===== config.mk =====
export PLATFORM = sky130hd
export DESIGN_NAME = fifo_push_arb
export DESIGN_NICKNAME = d
export VERILOG_FILES = /design/src/rtl/fifo_arb_pkg.sv /design/src/rtl/rr_pick.sv /design/src/rtl/fifo_push_arb.sv
export SDC_FILE = /design/constraint.sdc
export NUM_CORES = 1
export LEC_CHECK = 0
export ABC_AREA = 1
export BUFFER_PORTS_ARGS = -buffer_cell sky130_fd_sc_hd__buf_2
export CAP_MARGIN = 20
export CORE_MARGIN = 1.5
export CORE_UTILIZATION = 48
export DETAILED_ROUTE_END_ITERATION = 6
export PLACE_DENSITY = 0.88
export SLEW_MARGIN = 20
export SYNTH_ARGS = -nofsm -noshare
export SYNTH_HDL_FRONTEND = slang
export SYNTH_HIERARCHICAL = 1
export SYNTH_SLANG_ARGS = --single-unit

===== constraint.sdc =====
create_clock -name clk -period 3.8 [get_ports clk]
set_input_delay 0.57 -clock clk [delete_from_list [all_inputs] [get_ports clk]]
set_output_delay 0.57 -clock clk [all_outputs]
set_load 0.02 [all_outputs]

===== src/rtl/fifo_arb_pkg.sv =====
// fifo_arb_pkg: shared types and constants for the FIFO push arbiter.
//   arb_state_t : arbiter FSM state (StIdle = 0, StBurst = 1)
//   StatW       : width of each per-requester packet counter
package fifo_arb_pkg;

  typedef enum logic {
    StIdle  = 1'b0,
    StBurst = 1'b1
  } arb_state_t;

  localparam int unsigned StatW = 16;

endpackage


===== src/rtl/rr_pick.sv =====
// rr_pick: combinational round-robin picker.
// Finds the first set bit of req searching upward from ptr, wrapping at N.
// Ports:
//   req   in  [N-1:0]   request vector
//   ptr   in  [IDW-1:0] index with highest priority (must be < N)
//   found out           at least one request is set
//   idx   out [IDW-1:0] winning index (0 when found is low)
module rr_pick
  import fifo_arb_pkg::*;
#(
  parameter int unsigned N   = 4,
  parameter int unsigned IDW = 2
) (
  input  logic [N-1:0]   req,
  input  logic [IDW-1:0] ptr,
  output logic           found,
  output logic [IDW-1:0] idx
);

  logic [31:0] cand;

  always_comb begin
    found = 1'b0;
    idx   = '0;
    cand  = '0;
    for (int unsigned k = 0; k < N; k++) begin
      cand = (32'(ptr) + k) % N;
      if (!found && req[cand[IDW-1:0]]) begin
        found = 1'b1;
        idx   = cand[IDW-1:0];
      end
    end
  end

endmodule


===== src/rtl/fifo_push_arb.sv =====
// fifo_push_arb: packet-atomic round-robin arbiter for the write port of a FIFO.
// A grant is held from the first beat of a packet until its last beat is
// accepted, so packets from different requesters never interleave.
// Optional feature: define FIFO_ARB_STATS_EN to add per-requester packet
// counters on stat_pkts.
// Ports:
//   clk, rst           clock, synchronous active-high reset
//   req/last/data      per-requester beat valid, end-of-packet, beat payload
//   ack                per-requester beat accepted this cycle (one-hot or 0)
//   fifo_push, fifo_d  to FIFO push / d
//   fifo_full          from FIFO full (stalls the current owner)
//   fifo_almost_full   from FIFO almost_full (gates new grants only)
//   owner, busy        current grant holder, grant active
//   stat_pkts          (FIFO_ARB_STATS_EN) completed packets, 16 bits each
module fifo_push_arb
  import fifo_arb_pkg::*;
#(
  parameter int unsigned N_REQ = 4,
  parameter int unsigned WIDTH = 8,
  parameter int unsigned IDW   = 2
) (
  input  logic                   clk,
  input  logic                   rst,
  input  logic [N_REQ-1:0]       req,
  input  logic [N_REQ-1:0]       last,
  input  logic [N_REQ*WIDTH-1:0] data,
  output logic [N_REQ-1:0]       ack,
  output logic                   fifo_push,
  output logic [WIDTH-1:0]       fifo_d,
  input  logic                   fifo_full,
  input  logic                   fifo_almost_full,
  output logic [IDW-1:0]         owner,
  output logic                   busy
`ifdef FIFO_ARB_STATS_EN
  ,
  output logic [N_REQ*StatW-1:0] stat_pkts
`endif
);

  arb_state_t     state;
  logic [IDW-1:0] rr;
  logic           pick_found;
  logic [IDW-1:0] pick_idx;
  logic [IDW-1:0] rr_next;

  rr_pick #(
    .N   (N_REQ),
    .IDW (IDW)
  ) u_pick (
    .req   (req),
    .ptr   (rr),
    .found (pick_found),
    .idx   (pick_idx)
  );

  // Priority moves to the requester after the one that just finished.
  assign rr_next = (owner == IDW'(N_REQ - 1)) ? '0 : owner + 1'b1;

  // rst gates ack so an abandoned packet pushes nothing in the reset cycle.
  always_comb begin
    ack = '0;
    if (state == StBurst && !rst) begin
      ack[owner] = req[owner] & ~fifo_full;
    end
  end

  assign fifo_push = |ack;
  assign fifo_d    = data[owner*WIDTH +: WIDTH];

  always_ff @(posedge clk) begin
    if (rst) begin
      state <= StIdle;
      rr    <= '0;
      owner <= '0;
      busy  <= 1'b0;
    end else begin
      case (state)
        StIdle: begin
          // New packets start only when the FIFO has headroom.
          if (pick_found && !fifo_almost_full) begin
            owner <= pick_idx;
            busy  <= 1'b1;
            state <= StBurst;
          end
        end
        StBurst: begin
          if (ack[owner] && last[owner]) begin
            busy  <= 1'b0;
            rr    <= rr_next;
            state <= StIdle;
          end
        end
        default: begin
          busy  <= 1'b0;
          state <= StIdle;
        end
      endcase
    end
  end

`ifdef FIFO_ARB_STATS_EN
  for (genvar i = 0; i < N_REQ; i++) begin : g_stat
    logic [StatW-1:0] cnt;

    always_ff @(posedge clk) begin
      if (rst) begin
        cnt <= '0;
      end else if (ack[i] && last[i] && (cnt != '1)) begin
        cnt <= cnt + 1'b1;
      end
    end

    assign stat_pkts[i*StatW +: StatW] = cnt;
  end
`endif

endmodule


==> metrics.txt, run 1 <==
# TYPE chip_impl_metric gauge
chip_impl_metric{name="fin_crit_sh",unit=""} 0.667
chip_impl_info{name="r2r-end",value="owner[1]"} 1
chip_impl_metric{name="min_delay_path_depth",unit=""} 2
chip_impl_metric{name="cp_data_required_time",unit="ps"} 3230
chip_impl_metric{name="power.sequential.fraction",unit=""} 0.215
chip_impl_metric{name="maxCapViolations",unit=""} 0
chip_impl_metric{name="post-route-drc-count",unit=""} 0
chip_impl_metric{name="pre_cts_ws",unit="ps"} 1530
chip_impl_metric{name="internal_power_contribution",unit="mW"} 0.200
chip_impl_info{name="dominantRegCellSynth",value="sky130_fd_sc_hd__dfxtp_1"} 1
chip_impl_metric{name="whs",unit="ps"} 441
chip_impl_metric{name="met1_usage",unit=""} 0.246
chip_impl_metric{name="timing.reg2reg.setup_slack",unit="ps"} 1910
chip_impl_metric{name="ys_seq_elements",unit=""} 6
chip_impl_metric{name="met3_layer_usage_reported_by_global_route",unit=""} 0.0357
chip_impl_metric{name="hold_violations",unit=""} 0
chip_impl_metric{name="post_cts_setup_buffer_count",unit=""} 0
chip_impl_info{name="worstHoldEndpoint",value="busy"} 1
chip_impl_metric{name="netlist-cell-type-count",unit=""} 23
chip_impl_metric{name="die_area",unit="um2"} 2550
chip_impl_metric{name="clockBufferDepth",unit=""} 2
chip_impl_info{name="min_path_type",value="reg2reg"} 1
chip_impl_metric{name="fin_worst_skew",unit="ps"} 2.04
chip_impl_metric{name="antenna-diode-count",unit=""} 0
chip_impl_metric{name="gp_congestion",unit=""} 0.904
chip_impl_metric{name="power.density",unit="nW/um2"} 283
chip_impl_metric{name="p_comb_frac",unit=""} 0.642
chip_impl_metric{name="fmax",unit="MHz"} 395
chip_impl_metric{name="timing.setup.tns",unit="ps"} 0
chip_impl_metric{name="synth_enable_flop_cells",unit=""} 0
chip_impl_metric{name="cts.htree.levels",unit=""} 1
chip_impl_info{name="unrepaired_setup_endpoints_after_global_routing",value="false"} 1
chip_impl_metric{name="core.rowCount",unit=""} 17
chip_impl_metric{name="initial_core_util",unit=""} 0.499
chip_impl_metric{name="die_y",unit="um"} 50.5
chip_impl_info{name="worstSetupEndpointType",value="output pin"} 1
chip_impl_metric{name="place.detailed.instances",unit=""} 271
chip_impl_metric{name="placement.io_buffers",unit=""} 59
chip_impl_info{name="cp-start-kind",value="register"} 1
chip_impl_metric{name="swShare",unit=""} 0.491
chip_impl_metric{name="final.fill_count",unit=""} 231
chip_impl_metric{name="yosysWarnings",unit=""} 6
chip_impl_metric{name="cts.reportedPaths.clkPinSlew",unit="ps"} 40
chip_impl_metric{name="finalWorstPathRequiredPeriod",unit="ps"} 2530
chip_impl_metric{name="timing_worst_slew_pin_value",unit="ps"} 516
chip_impl_metric{name="synthesis.instances",unit=""} 191
chip_impl_metric{name="fin_ws",unit="ps"} 1270
chip_impl_metric{name="worst-path-max-fanout",unit=""} 14
chip_impl_metric{name="cts-buffers-inserted",unit=""} 3
chip_impl_metric{name="mean_syn_cell_area",unit="um2"} 5.67
chip_impl_metric{name="area.growth.synth_to_final",unit="%"} 28.0
chip_impl_metric{name="postRouteAntennaNets",unit=""} 0
chip_impl_metric{name="overflow",unit=""} 0
chip_impl_metric{name="antenna_found_initial",unit=""} 0
chip_impl_metric{name="reg2regPathDepth",unit=""} 8
chip_impl_metric{name="ios",unit=""} 60
chip_impl_info{name="path_class",value="reg2out"} 1
chip_impl_metric{name="worst-endpoint-arrival",unit="ps"} 1960
chip_impl_info{name="worstHoldStart",value="busy"} 1
chip_impl_metric{name="synth.yosys.seq_area_share",unit=""} 0.111
chip_impl_metric{name="maximum_number_of_pins_on_one_net_before_global_route_repair",unit=""} 28
chip_impl_metric{name="tritoncts_num_sinks",unit=""} 6
chip_impl_metric{name="post_route_cells_drive_above_1_share",unit=""} 0.374
chip_impl_metric{name="post_cts_resized",unit=""} 0
chip_impl_metric{name="grt_pass1_vias",unit=""} 1073
chip_impl_metric{name="routedWlPerCell",unit="um"} 9.61
chip_impl_metric{name="final_net_count",unit=""} 296
chip_impl_metric{name="hpwlAfterDp",unit="mm"} 2.12
chip_impl_metric{name="vias",unit=""} 1330
chip_impl_metric{name="synth.net_count",unit=""} 239
chip_impl_metric{name="number_of_iterations_in_the_first_detailed_routing_pass",unit=""} 4
chip_impl_metric{name="cts_hold_repair.buffers",unit=""} 0
chip_impl_metric{name="netSwitchingPower",unit="mW"} 0.193
chip_impl_metric{name="asyncSetResetFlopFracSynth",unit=""} 0
chip_impl_metric{name="setup_viol_count_final",unit=""} 0
chip_impl_info{name="status",value="finished clean"} 1
chip_impl_metric{name="finalMaxSlewViolations",unit=""} 0
chip_impl_metric{name="vdd.ir_drop.worst",unit="V"} 0.000197
chip_impl_info{name="cts_tree",value="yes"} 1
chip_impl_metric{name="pwr-share-clk",unit=""} 0.143
chip_impl_metric{name="grt.met2_usage",unit=""} 0.388
chip_impl_metric{name="finish.cell_count_without_fillers",unit=""} 274
chip_impl_metric{name="finalWirelength",unit="mm"} 2.63
chip_impl_metric{name="syn-cell-area",unit="um2"} 1080
chip_impl_metric{name="grt_first_pass_wirelength",unit="mm"} 4.29
chip_impl_metric{name="global_route.usage.total",unit=""} 0.210
chip_impl_metric{name="design.core.area",unit="um2"} 2170
chip_impl_metric{name="leakage",unit="nW"} 0.817
chip_impl_info{name="grt.busiest_layer",value="met2"} 1
chip_impl_metric{name="slew_hr",unit=""} 0.656
chip_impl_metric{name="dr.first_iter.drc_count",unit=""} 20
chip_impl_metric{name="clock_insertion_delay_worst_skew",unit="ps"} 240
chip_impl_metric{name="viasPerCell",unit=""} 4.85
chip_impl_info{name="regToRegStartpoint",value="rr[0]"} 1
chip_impl_info{name="root_buffer",value="sky130_fd_sc_hd__clkbuf_4"} 1
chip_impl_metric{name="die_w",unit="um"} 50.5
[final cells by class]
cell class,count,area [um2],share of cell area
Clock buffer,3,22.5,0.0163
Sequential cell,6,120,0.0867
Timing Repair Buffer,60,303,0.219
Inverter,32,120,0.0867
Tap cell,28,35.0,0.0253
Multi-Input combinational cell,145,785,0.566
[per-stage QoR]
step           power, mW  area, um2  utilization
3_3_place_gp       0.334       1360        0.628
5_1_grt            0.431       1390        0.638
2_1_floorplan      0.277       1080            -
4_1_cts            0.396       1390        0.638
6_report           0.393       1390        0.638
3_5_place_dp       0.337       1360        0.628
[cell usage after synthesis (4+ instances only)]
library cell              number  area [um2]
sky130_fd_sc_hd__ha_1          4        50.1
sky130_fd_sc_hd__buf_2         4        20.0
sky130_fd_sc_hd__inv_1        28         105
sky130_fd_sc_hd__nor2_1       28         105
sky130_fd_sc_hd__nand4_1       4        25.0
sky130_fd_sc_hd__nand2_2      12        75.1
sky130_fd_sc_hd__nand2_4       5        56.3
sky130_fd_sc_hd__dfxtp_1       6         120
sky130_fd_sc_hd__inv_2         4        15.0
sky130_fd_sc_hd__nand3_1      10        50.1
sky130_fd_sc_hd__a21oi_1       7        35.0
sky130_fd_sc_hd__nand3_2       4        40.0
sky130_fd_sc_hd__o21ai_0      18        90.1
sky130_fd_sc_hd__o22ai_1       8        50.1
sky130_fd_sc_hd__nand2_1      38         143
[layout by cell type, fill, tap and decap left out, drive strengths merged]
master / count
buf: 60
a21oi: 7
ha: 4
inv: 32
nand2: 55
nand4: 4
nor2: 30
o22ai: 8
nand3b: 2
nand3: 15
nor3: 1
dfxtp: 6
o21ai: 19
clkbuf: 3
[metal layers]
metal,wire length [um],vias to the layer above
li1,-,720
met1,1170,570
met2,1250,40
met3,209,0
met4,0,0
met5,0,-
[worst max-delay path: stages (launching register included)]
cell and delay (ps):
sky130_fd_sc_hd__dfxtp_1 600, sky130_fd_sc_hd__inv_1 320, sky130_fd_sc_hd__ha_1 270, sky130_fd_sc_hd__inv_1 50, sky130_fd_sc_hd__nor2_1 40, sky130_fd_sc_hd__nand3_2 80, sky130_fd_sc_hd__inv_1 50, sky130_fd_sc_hd__nor2_1 100
sky130_fd_sc_hd__nand3_1 60, sky130_fd_sc_hd__buf_2 160
[worst max path at each step]
stage                   from         to  slack (ps)  cells past startpoint
floorplan           owner[0]  fifo_push        1500                      9
global placement    owner[1]  fifo_push        1600                      9
detailed placement  owner[1]  fifo_push        1530                      9
CTS                 owner[1]  fifo_push        1260                      9
global route        owner[1]  fifo_push        1030                      9
finish              owner[1]  fifo_push        1270                      9
[flip-flops by register name, indices dropped and copies added, names as in the netlist]
name / cells
owner: 2
rr: 2
state: 1
busy: 1
[logic make-up after synthesis]
kind of cell / after synthesis / share of synthesized area
AND/OR/NAND/NOR: 107 / 0.512
buffers and inverters: 40 / 0.164
AO/OA/AOI/OAI: 34 / 0.166
flip-flops: 6 / 0.111
adder cells (fa/ha/maj): 4 / 0.0462
[power by group through the flow]
stage / combinational, mW / clock [mW] / sequential (mW)
2_1_floorplan: 0.193 / 0 / 0.0841
3_3_place_gp: 0.249 / 0 / 0.0849
3_5_place_dp: 0.251 / 0 / 0.0854
4_1_cts: 0.252 / 0.0596 / 0.0844
5_1_grt: 0.279 / 0.0657 / 0.0860
6_report: 0.252 / 0.0562 / 0.0844
Note: power is estimated with default switching activity, not from simulation.
==> run 2: changes to the inputs <==
CORE_UTILIZATION = 45   (was 48)
PLACE_DENSITY = 0.83   (was 0.88)
clock period = 2.6 ns   (was 3.8 ns; I/O delays follow)
==> metrics.txt, run 2 (same netlist as run 1, synthesis figures left out) <==
# TYPE chip_impl_metric gauge
chip_impl_metric{name="post_cts_setup_buffer_count",unit=""} 0
chip_impl_info{name="unrepaired_setup_endpoints_after_global_routing",value="false"} 1
chip_impl_metric{name="post_cts_resized",unit=""} 0
chip_impl_metric{name="finalMaxSlewViolations",unit=""} 0
chip_impl_info{name="cp_top_family",value="buffers and inverters"} 1
chip_impl_info{name="final_common_cell",value="sky130_fd_sc_hd__buf_2"} 1
chip_impl_metric{name="maximum_number_of_pins_on_one_net_before_global_route_repair",unit=""} 28
chip_impl_info{name="path_class",value="reg2out"} 1
chip_impl_metric{name="cts.reportedPaths.clkPinSlew",unit="ps"} 50
chip_impl_metric{name="area.growth.synth_to_final",unit="%"} 29.4
chip_impl_metric{name="cp_data_required_time",unit="ps"} 2210
chip_impl_info{name="worstSetupEndpointType",value="output pin"} 1
chip_impl_metric{name="gp_congestion",unit=""} 0.847
chip_impl_metric{name="die_area",unit="um2"} 2710
chip_impl_metric{name="finish.cell_count_without_fillers",unit=""} 276
chip_impl_metric{name="cts-buffers-inserted",unit=""} 3
chip_impl_metric{name="vias",unit=""} 1352
chip_impl_metric{name="antenna-diode-count",unit=""} 0
chip_impl_metric{name="overflow",unit=""} 0
chip_impl_info{name="root_buffer",value="sky130_fd_sc_hd__clkbuf_4"} 1
chip_impl_metric{name="antenna_found_initial",unit=""} 0
chip_impl_metric{name="design.core.area",unit="um2"} 2230
chip_impl_metric{name="grt_first_pass_wirelength",unit="mm"} 4.58
chip_impl_metric{name="power.density",unit="nW/um2"} 420
chip_impl_info{name="cp-start-kind",value="register"} 1
chip_impl_metric{name="final_net_count",unit=""} 298
chip_impl_metric{name="clock_insertion_delay_worst_skew",unit="ps"} 250
chip_impl_metric{name="fin_worst_skew",unit="ps"} 1.26
chip_impl_metric{name="leakage",unit="nW"} 0.827
chip_impl_metric{name="timing_worst_slew_pin_value",unit="ps"} 367
chip_impl_info{name="ordered_cell_list_for_the_critical_path",value="inv_1, ha_1, inv_1, nor2_1, nand3_2, inv_1, nor2_1, nand3_1, buf_2"} 1
chip_impl_metric{name="clockBufferDepth",unit=""} 2
chip_impl_info{name="slowest_stage",value="sky130_fd_sc_hd__dfxtp_1"} 1
chip_impl_metric{name="timing.reg2reg.setup_slack",unit="ps"} 910
chip_impl_info{name="most-common-layout-cells",value="59 x sky130_fd_sc_hd__buf_2, 38 x sky130_fd_sc_hd__nand2_1, 28 x sky130_fd_sc_hd__nor2_1, 28 x sky130_fd_sc_hd__inv_1, 18 x sky130_fd_sc_hd__o21ai_0"} 1
chip_impl_metric{name="maxCapViolations",unit=""} 0
chip_impl_metric{name="initial_core_util",unit=""} 0.485
chip_impl_metric{name="critical-path-max-stage-delay",unit="ps"} 300
chip_impl_info{name="largest_registers",value="owner x2, rr x2"} 1
chip_impl_metric{name="number_of_iterations_in_the_first_detailed_routing_pass",unit=""} 4
chip_impl_metric{name="postRouteAntennaNets",unit=""} 0
chip_impl_metric{name="cp.buffers_inverters",unit=""} 4
chip_impl_metric{name="timing.setup.tns",unit="ps"} 0
chip_impl_info{name="min_path_type",value="in2reg"} 1
chip_impl_info{name="cts_tree",value="yes"} 1
chip_impl_metric{name="routedWlPerCell",unit="um"} 10.1
chip_impl_metric{name="core.rowCount",unit=""} 17
chip_impl_metric{name="fin_ws",unit="ps"} 588
chip_impl_metric{name="cts_hold_repair.buffers",unit=""} 0
chip_impl_metric{name="die_w",unit="um"} 52.0
chip_impl_metric{name="worst-endpoint-arrival",unit="ps"} 1620
chip_impl_metric{name="cts.htree.levels",unit=""} 1
chip_impl_metric{name="hold_violations",unit=""} 0
chip_impl_metric{name="worst-path-max-fanout",unit=""} 14
chip_impl_metric{name="tritoncts_num_sinks",unit=""} 6
chip_impl_metric{name="vdd.ir_drop.worst",unit="V"} 0.000291
chip_impl_metric{name="place.detailed.instances",unit=""} 273
chip_impl_metric{name="global_route.usage.total",unit=""} 0.214
chip_impl_metric{name="placement.io_buffers",unit=""} 59
chip_impl_metric{name="die_y",unit="um"} 52.0
chip_impl_info{name="status",value="finished clean"} 1
chip_impl_info{name="crit_top_cell",value="sky130_fd_sc_hd__inv_1"} 1
chip_impl_metric{name="finalWorstPathRequiredPeriod",unit="ps"} 2010
chip_impl_metric{name="fin_crit_sh",unit=""} 0.774
chip_impl_metric{name="post-route-drc-count",unit=""} 0
chip_impl_metric{name="hpwlAfterDp",unit="mm"} 2.25
chip_impl_metric{name="slew_hr",unit=""} 0.755
chip_impl_metric{name="ios",unit=""} 60
chip_impl_metric{name="dr.first_iter.drc_count",unit=""} 30
chip_impl_metric{name="grt_pass1_vias",unit=""} 1159
chip_impl_metric{name="pre_cts_ws",unit="ps"} 847
chip_impl_metric{name="post_route_cells_drive_above_1_share",unit=""} 0.379
chip_impl_metric{name="viasPerCell",unit=""} 4.90
chip_impl_metric{name="setup_viol_count_final",unit=""} 0
chip_impl_metric{name="finalWirelength",unit="mm"} 2.79
chip_impl_metric{name="fmax",unit="MHz"} 497
## run 2: routing by layer
metal	vias to the layer above	global-route usage	wire length (um)
met2	55	0.390	1300
met4	0	0.0614	26
met5	-	0	0
met1	573	0.260	1180
li1	720	-	-
met3	4	0.0259	273
## run 2: final timing paths
path	start	endpoint	cells past startpoint
setup reg to reg	rr[0]	owner[1]	9
setup / recovery	owner[1]	fifo_push	9
hold / removal	rst	rr[1]	4
hold reg to reg	busy	busy	2
## run 2: where the power goes
group | internal (mW) | switching, mW | leakage, nW
logic | 0.141 | 0.242 | 0.764
registers | 0.103 | 0.0105 | 0.0495
clock network | 0.0525 | 0.0381 | 0.0138
total | 0.297 | 0.291 | 0.827
## run 2: worst reg2reg max path, cell delays in order (launching register included)
cell and delay [ps]:
sky130_fd_sc_hd__dfxtp_1 480, sky130_fd_sc_hd__buf_4 210, sky130_fd_sc_hd__nand2_2 60, sky130_fd_sc_hd__nand2_2 80, sky130_fd_sc_hd__nand2_1 50, sky130_fd_sc_hd__o21ai_1 120, sky130_fd_sc_hd__nand3b_1 170, sky130_fd_sc_hd__nand3b_1 160
sky130_fd_sc_hd__o21ai_0 180, sky130_fd_sc_hd__a21oi_1 50
## run 2: cell type report
| class | count | area [um2] |
|---|---|---|
| fill | 238 | 833 |
| multi-input combinational | 145 | 785 |
| timing repair buffer | 62 | 318 |
| sequential | 6 | 120 |
| inverter | 32 | 120 |
| tap | 28 | 35.0 |
| clock buffer | 3 | 22.5 |
## run 2: metrics by stage
stage | utilization | hold slack (ps) | instance area [um2] | power [mW]
2_1_floorplan | - | 465 | 1080 | 0.405
3_3_place_gp | 0.617 | 461 | 1380 | 0.496
3_5_place_dp | 0.617 | 437 | 1380 | 0.499
4_1_cts | 0.627 | 408 | 1400 | 0.592
5_1_grt | 0.627 | 438 | 1400 | 0.642
6_report | 0.627 | 415 | 1400 | 0.587
